$ cat src/rtl/seg_pkg.sv
// Shared seven-segment display definitions: digit codes, bus geometry and
// the formatter state encoding. Optional macro: LEADING_ZERO_BLANK_EN.
package seg_pkg;

  localparam logic [3:0] CODE_C     = 4'd10;
  localparam logic [3:0] CODE_DASH  = 4'd11;
  localparam logic [3:0] CODE_D     = 4'd12;
  localparam logic [3:0] CODE_L     = 4'd13;
  localparam logic [3:0] CODE_E     = 4'd14;
  localparam logic [3:0] CODE_BLANK = 4'd15;

  localparam int unsigned NUM_DIGITS  = 4;
  localparam int unsigned DIGIT_W     = 4;
  localparam int unsigned BCD_W       = NUM_DIGITS * DIGIT_W;
  localparam int unsigned MAX_DISPLAY = 9999;

  typedef enum logic [1:0] {
    ST_IDLE   = 2'd0,
    ST_SHIFT  = 2'd1,
    ST_FORMAT = 2'd2
  } fmt_state_t;

  // Replace zero digits above the most significant nonzero digit; digit0 always shown.
  function automatic logic [BCD_W-1:0] blank_leading_zeros(
    input logic [BCD_W-1:0] digits,
    input logic [DIGIT_W-1:0] blank
  );
    logic [BCD_W-1:0] r;
    r = digits;
    if (digits[15:12] == 4'd0) begin
      r[15:12] = blank;
      if (digits[11:8] == 4'd0) begin
        r[11:8] = blank;
        if (digits[7:4] == 4'd0) begin
          r[7:4] = blank;
        end
      end
    end
    return r;
  endfunction

endpackage

$ cat src/rtl/bcd_add3.sv
// Double-dabble nibble corrector: adds 3 to a BCD nibble of 5 or more so the
// following left shift carries correctly into the next decade.
module bcd_add3
  import seg_pkg::*;
(
  input  logic [DIGIT_W-1:0] i_nib,
  output logic [DIGIT_W-1:0] o_nib_c
);

  always_comb begin
    o_nib_c = i_nib;
    if (i_nib >= DIGIT_W'(5)) begin
      o_nib_c = DIGIT_W'(i_nib + DIGIT_W'(3));
    end
  end

endmodule

$ cat src/rtl/bcd_display_formatter.sv
// Sequential binary-to-BCD converter feeding the 4-digit display bus, with
// overflow dashes and optional leading-zero blanking (LEADING_ZERO_BLANK_EN).
module bcd_display_formatter
  import seg_pkg::*;
#(
  parameter int unsigned     IN_W       = 14,
  parameter logic [3:0]      BLANK_CODE = CODE_BLANK,
  parameter logic [3:0]      OVF_CODE   = CODE_DASH
) (
  input  logic              clk,
  input  logic              rst,
  input  logic              start,
  input  logic [IN_W-1:0]   value,
  output logic              busy,
  output logic              done,
  output logic [BCD_W-1:0]  nums,
  output logic              ovf
);

  localparam int unsigned CNT_W = $clog2(IN_W + 1);

  fmt_state_t       r_state;
  logic [IN_W-1:0]  r_bin;
  logic [BCD_W-1:0] r_bcd;
  logic [CNT_W-1:0] r_cnt;
  logic             r_ovf_pending;
  logic             r_busy;
  logic             r_done;
  logic [BCD_W-1:0] r_nums;
  logic             r_ovf;

  logic [BCD_W-1:0] w_bcd_adj;
  logic [BCD_W-1:0] w_fmt;
  logic             w_value_ovf;

  assign busy = r_busy;
  assign done = r_done;
  assign nums = r_nums;
  assign ovf  = r_ovf;

  assign w_value_ovf = (32'(value) > 32'(MAX_DISPLAY));

  // Per-decade +3 correction applied before every shift.
  for (genvar g = 0; g < NUM_DIGITS; g++) begin : g_add3
    bcd_add3 u_add3 (
      .i_nib   (r_bcd[g*DIGIT_W +: DIGIT_W]),
      .o_nib_c (w_bcd_adj[g*DIGIT_W +: DIGIT_W])
    );
  end

  // Display formatting of the finished accumulator.
  always_comb begin
    w_fmt = r_bcd;
`ifdef LEADING_ZERO_BLANK_EN
    w_fmt = blank_leading_zeros(r_bcd, BLANK_CODE);
`else
    w_fmt = r_bcd;
`endif
    if (r_ovf_pending) begin
      w_fmt = {NUM_DIGITS{OVF_CODE}};
    end
  end

  always_ff @(posedge clk or posedge rst) begin
    if (rst) begin
      r_state       <= ST_IDLE;
      r_bin         <= '0;
      r_bcd         <= '0;
      r_cnt         <= '0;
      r_ovf_pending <= 1'b0;
      r_busy        <= 1'b0;
      r_done        <= 1'b0;
      r_nums        <= {NUM_DIGITS{BLANK_CODE}};
      r_ovf         <= 1'b0;
    end else begin
      r_done <= 1'b0;
      case (r_state)
        ST_IDLE: begin
          if (start) begin
            r_bin         <= value;
            r_bcd         <= '0;
            r_cnt         <= '0;
            r_ovf_pending <= w_value_ovf;
            r_busy        <= 1'b1;
            r_state       <= ST_SHIFT;
          end
        end
        ST_SHIFT: begin
          // Thousands-nibble carry-out is dropped; only reachable on overflow.
          r_bcd <= {w_bcd_adj[BCD_W-2:0], r_bin[IN_W-1]};
          r_bin <= r_bin << 1;
          if (r_cnt == CNT_W'(IN_W - 1)) begin
            r_cnt   <= '0;
            r_state <= ST_FORMAT;
          end else begin
            r_cnt <= CNT_W'(r_cnt + CNT_W'(1));
          end
        end
        ST_FORMAT: begin
          r_nums  <= w_fmt;
          r_ovf   <= r_ovf_pending;
          r_done  <= 1'b1;
          r_busy  <= 1'b0;
          r_state <= ST_IDLE;
        end
        default: begin
          r_state <= ST_IDLE;
          r_busy  <= 1'b0;
        end
      endcase
    end
  end

endmodule
$ cat config.mk
export PLATFORM = sky130hd
export DESIGN_NAME = bcd_display_formatter
export DESIGN_NICKNAME = d
export VERILOG_FILES = /design/src/rtl/seg_pkg.sv /design/src/rtl/bcd_add3.sv /design/src/rtl/bcd_display_formatter.sv
export SDC_FILE = /design/constraint.sdc
export NUM_CORES = 1
export LEC_CHECK = 0
export CORE_MARGIN = 5
export CORE_UTILIZATION = 30
export DETAILED_ROUTE_END_ITERATION = 8
export PLACE_DENSITY = 0.6
export SETUP_SLACK_MARGIN = 0.1
export SLEW_MARGIN = 20
export SYNTH_ARGS = -nofsm -noshare
export SYNTH_HDL_FRONTEND = slang
export SYNTH_SLANG_ARGS = --single-unit
$ cat constraint.sdc
create_clock -name clk -period 5.3 [get_ports clk]
set_input_delay 1.06 -clock clk [delete_from_list [all_inputs] [get_ports clk]]
set_output_delay 1.06 -clock clk [all_outputs]
set_load 0.01 [all_outputs]
==> impl_metrics.tcl <==
set metrics [dict create \
    cts_tree "yes" \
    fin_setup_tns_ns 0 \
    syn_inst 275 \
    std_cell_rows 34 \
    fp.dieW_um 104 \
    post_dp_cell_area_mm2 0.00304 \
    portBuffers 35 \
    clockBufferDepth 2 \
    syn_nets 302 \
    arrival_ns 1.41 \
    maxSlewViolCount 0 \
    synthMuxAreaShare 0 \
    fmax_ghz 0.406 \
    dr.pass1.iters 4 \
    finalSetupViolations 0 \
    cpPeakStageDelay_ns 0.55 \
    synth-xor-area-share 0.0199 \
    synth_top_area_cell "dfrtp_1" \
    holdWs_ns 0.484 \
    clock_sinks 56 \
    synth_edf_count 0 \
    fin_crit_sh 0.465 \
    holdBufCountCts 0 \
    skew_ns 0.0199 \
    cp-start-kind "flip-flop" \
    finalPower_mw 1.70 \
    cp.required_ns 4.24 \
    cts_buffers 5 \
    first_iter_violations 70 \
    root_buffer "clkbuf_8" \
    ys_top_cells_by_count "nand2_1, dfrtp_1, nor2_1, o21ai_0, dfstp_2" \
    grt.busiest_layer "met2" \
    num_vias 1966 \
    antenna_left 0 \
    end_kind "output pin" \
    wirelength_mm 5.43 \
    synth_top_family_by_area "compound AO/OA/AOI/OAI gates" \
    ys_dominant_reg_cell "dfrtp_1" \
    synth_compound_area_frac 0.169 \
    final_area_mm2 0.00313 \
    worst_pin_slew_ns 0.672 \
    core_mm2 0.00864 \
    synth.area.top_cells "dfrtp_1, dfstp_2, nand2_1" \
    ys_seq_area_frac 0.538 \
    post_drt_wl_per_cell_um 13.2 \
    power.density_mw_per_mm2 544 \
    met1_usage 0.145 \
    grt_use_met2 0.153 \
    hold_viol 0 \
    gr-usage-met3 0.0323 \
    synthAdderAreaFrac 0.0474 \
    dp_slack_ns 2.62 \
    diodes 0 \
    ir_drop_mv 0.189 \
    outcome "finished clean" \
    p_leak_nw 1.38 \
    grt_pass1_vias 1979 \
    synth-seq-cells 56 \
    htreeDepth 2 \
    fp.dieH_um 104 \
    antenna_found_initial 0 \
    rsz0062_at_grt "false" \
    synth_top_cell_area_share 0.379 \
    grt_pass1_wl_mm 9.41 \
    num-nets-final 330 \
    area.growth.synth_to_final_pct 18.6 \
    synthArstFlopShare 1.00 \
    critPathMaxFanout 2 \
    synth_cell_types 35 \
    layout_setup_ws_ns 2.83 \
    crit_type "flip-flop to output pin" \
    via_per_inst 4.77 \
    grt.overflow.total 0 \
    start_util 0.306 \
    cap_violations 0 \
    yosysMostFrequentCell "nand2_1" \
    path_clk_slew_ns 0.12 \
    path_cells "clkdlybuf4s50_1" \
    hold_class "flip-flop to flip-flop" \
    post-route-drc-count 0 \
    netlist_area_mm2 0.00264 \
    finalCriticalPeriod_ns 2.47 \
    fillers 880 \
    ios 36 \
    slew_headroom 0.551 \
    die-area_mm2 0.0108 \
    grt_start_max_net_pins 36 \
    cpMaxStageDelayCell "dfstp_2" \
    groute.usage.overall 0.103 \
    cp_num_buf_inv 1 \
    clk_latency_ns 0.33 \
    drive_gt1_frac 0.115 \
    synthSimpleGateAreaFrac 0.168 \
    synth_area_per_cell_um2 9.60 \
    gp_congestion 0.724 \
    critical-path-top-delay-family "flip-flops" \
    cts-resized-gates 0 \
    place_hpwl_mm 3.76 \
    yosysWarnings 0 \
    cts_setup_buffers 0 \
]
-- stage by stage --
step            util  std cells
2_1_floorplan      -        275
3_3_place_gp   0.352        404
3_5_place_dp   0.352        404
4_1_cts        0.363        412
5_1_grt        0.363        412
6_report       0.363        412
-- cell families (layout without fill, tap and decap cells) --
family                   after synthesis  in the layout
AND/OR/NAND/NOR                      106            106
buffers and inverters                 29             58
flip-flops                            56             56
AO/OA/AOI/OAI                         68             68
XOR/XNOR                               6              6
adder cells (fa/ha/maj)               10             10
-- placed cells by master (no fill, tap or decap), types with 5 or more instances in the layout --
cell type,Yosys,layout
o22ai_1,7,7
a31oi_1,14,14
inv_1,13,12
clkbuf_8,0,5
dfstp_2,16,16
a21oi_1,5,5
nand2_1,56,56
o21ai_0,23,23
clkdlybuf4s50_1,0,35
dfrtp_1,40,40
nand2b_1,6,5
nand3_1,6,6
nor2_1,30,30
ha_1,10,10
-- cell type report --
type / instances / area [µm²] / area share
clock inverter: 3 / 25.0 / 0.00799
tap: 108 / 135 / 0.0431
multi-input combinational: 190 / 1070 / 0.341
inverter: 13 / 48.8 / 0.0156
sequential: 56 / 1420 / 0.454
clock buffer: 5 / 68.8 / 0.0220
timing repair buffer: 37 / 365 / 0.117
-- registers in the layout, summed over array words and instances, names as in the netlist --
register       cells
busy               1
done               1
nums              16
ovf                1
r_bcd             16
r_bin             14
r_cnt              4
r_ovf_pending      1
r_state            2
-- path summary, 6_finish.rpt --
kind                                  from        to  slack [ns]  cells after the start
worst max-delay path              nums[15]  nums[15]        2.83                      1
worst min-delay path               nums[7]   nums[7]        0.48                      2
worst max register to register  r_state[1]  r_bcd[7]        3.62                      4
worst min register to register     nums[7]   nums[7]        0.48                      2
max in group asynchronous              rst   nums[3]        3.30                      3
min in group asynchronous              rst  r_bcd[9]        1.14                      2
-- where the power goes --
part	total (mW)	switching, mW	internal (mW)
clock network	0.247	0.150	0.0967
registers	0.753	0.140	0.613
logic	0.705	0.379	0.326
total	1.70	0.670	1.04
-- layer usage --
layer,share of wire,vias up
met1,0.50,932
met4,0.013,0
met2,0.44,37
met3,0.046,7
li1,-,990
met5,0,-
Power figures use the tool's default switching activity.
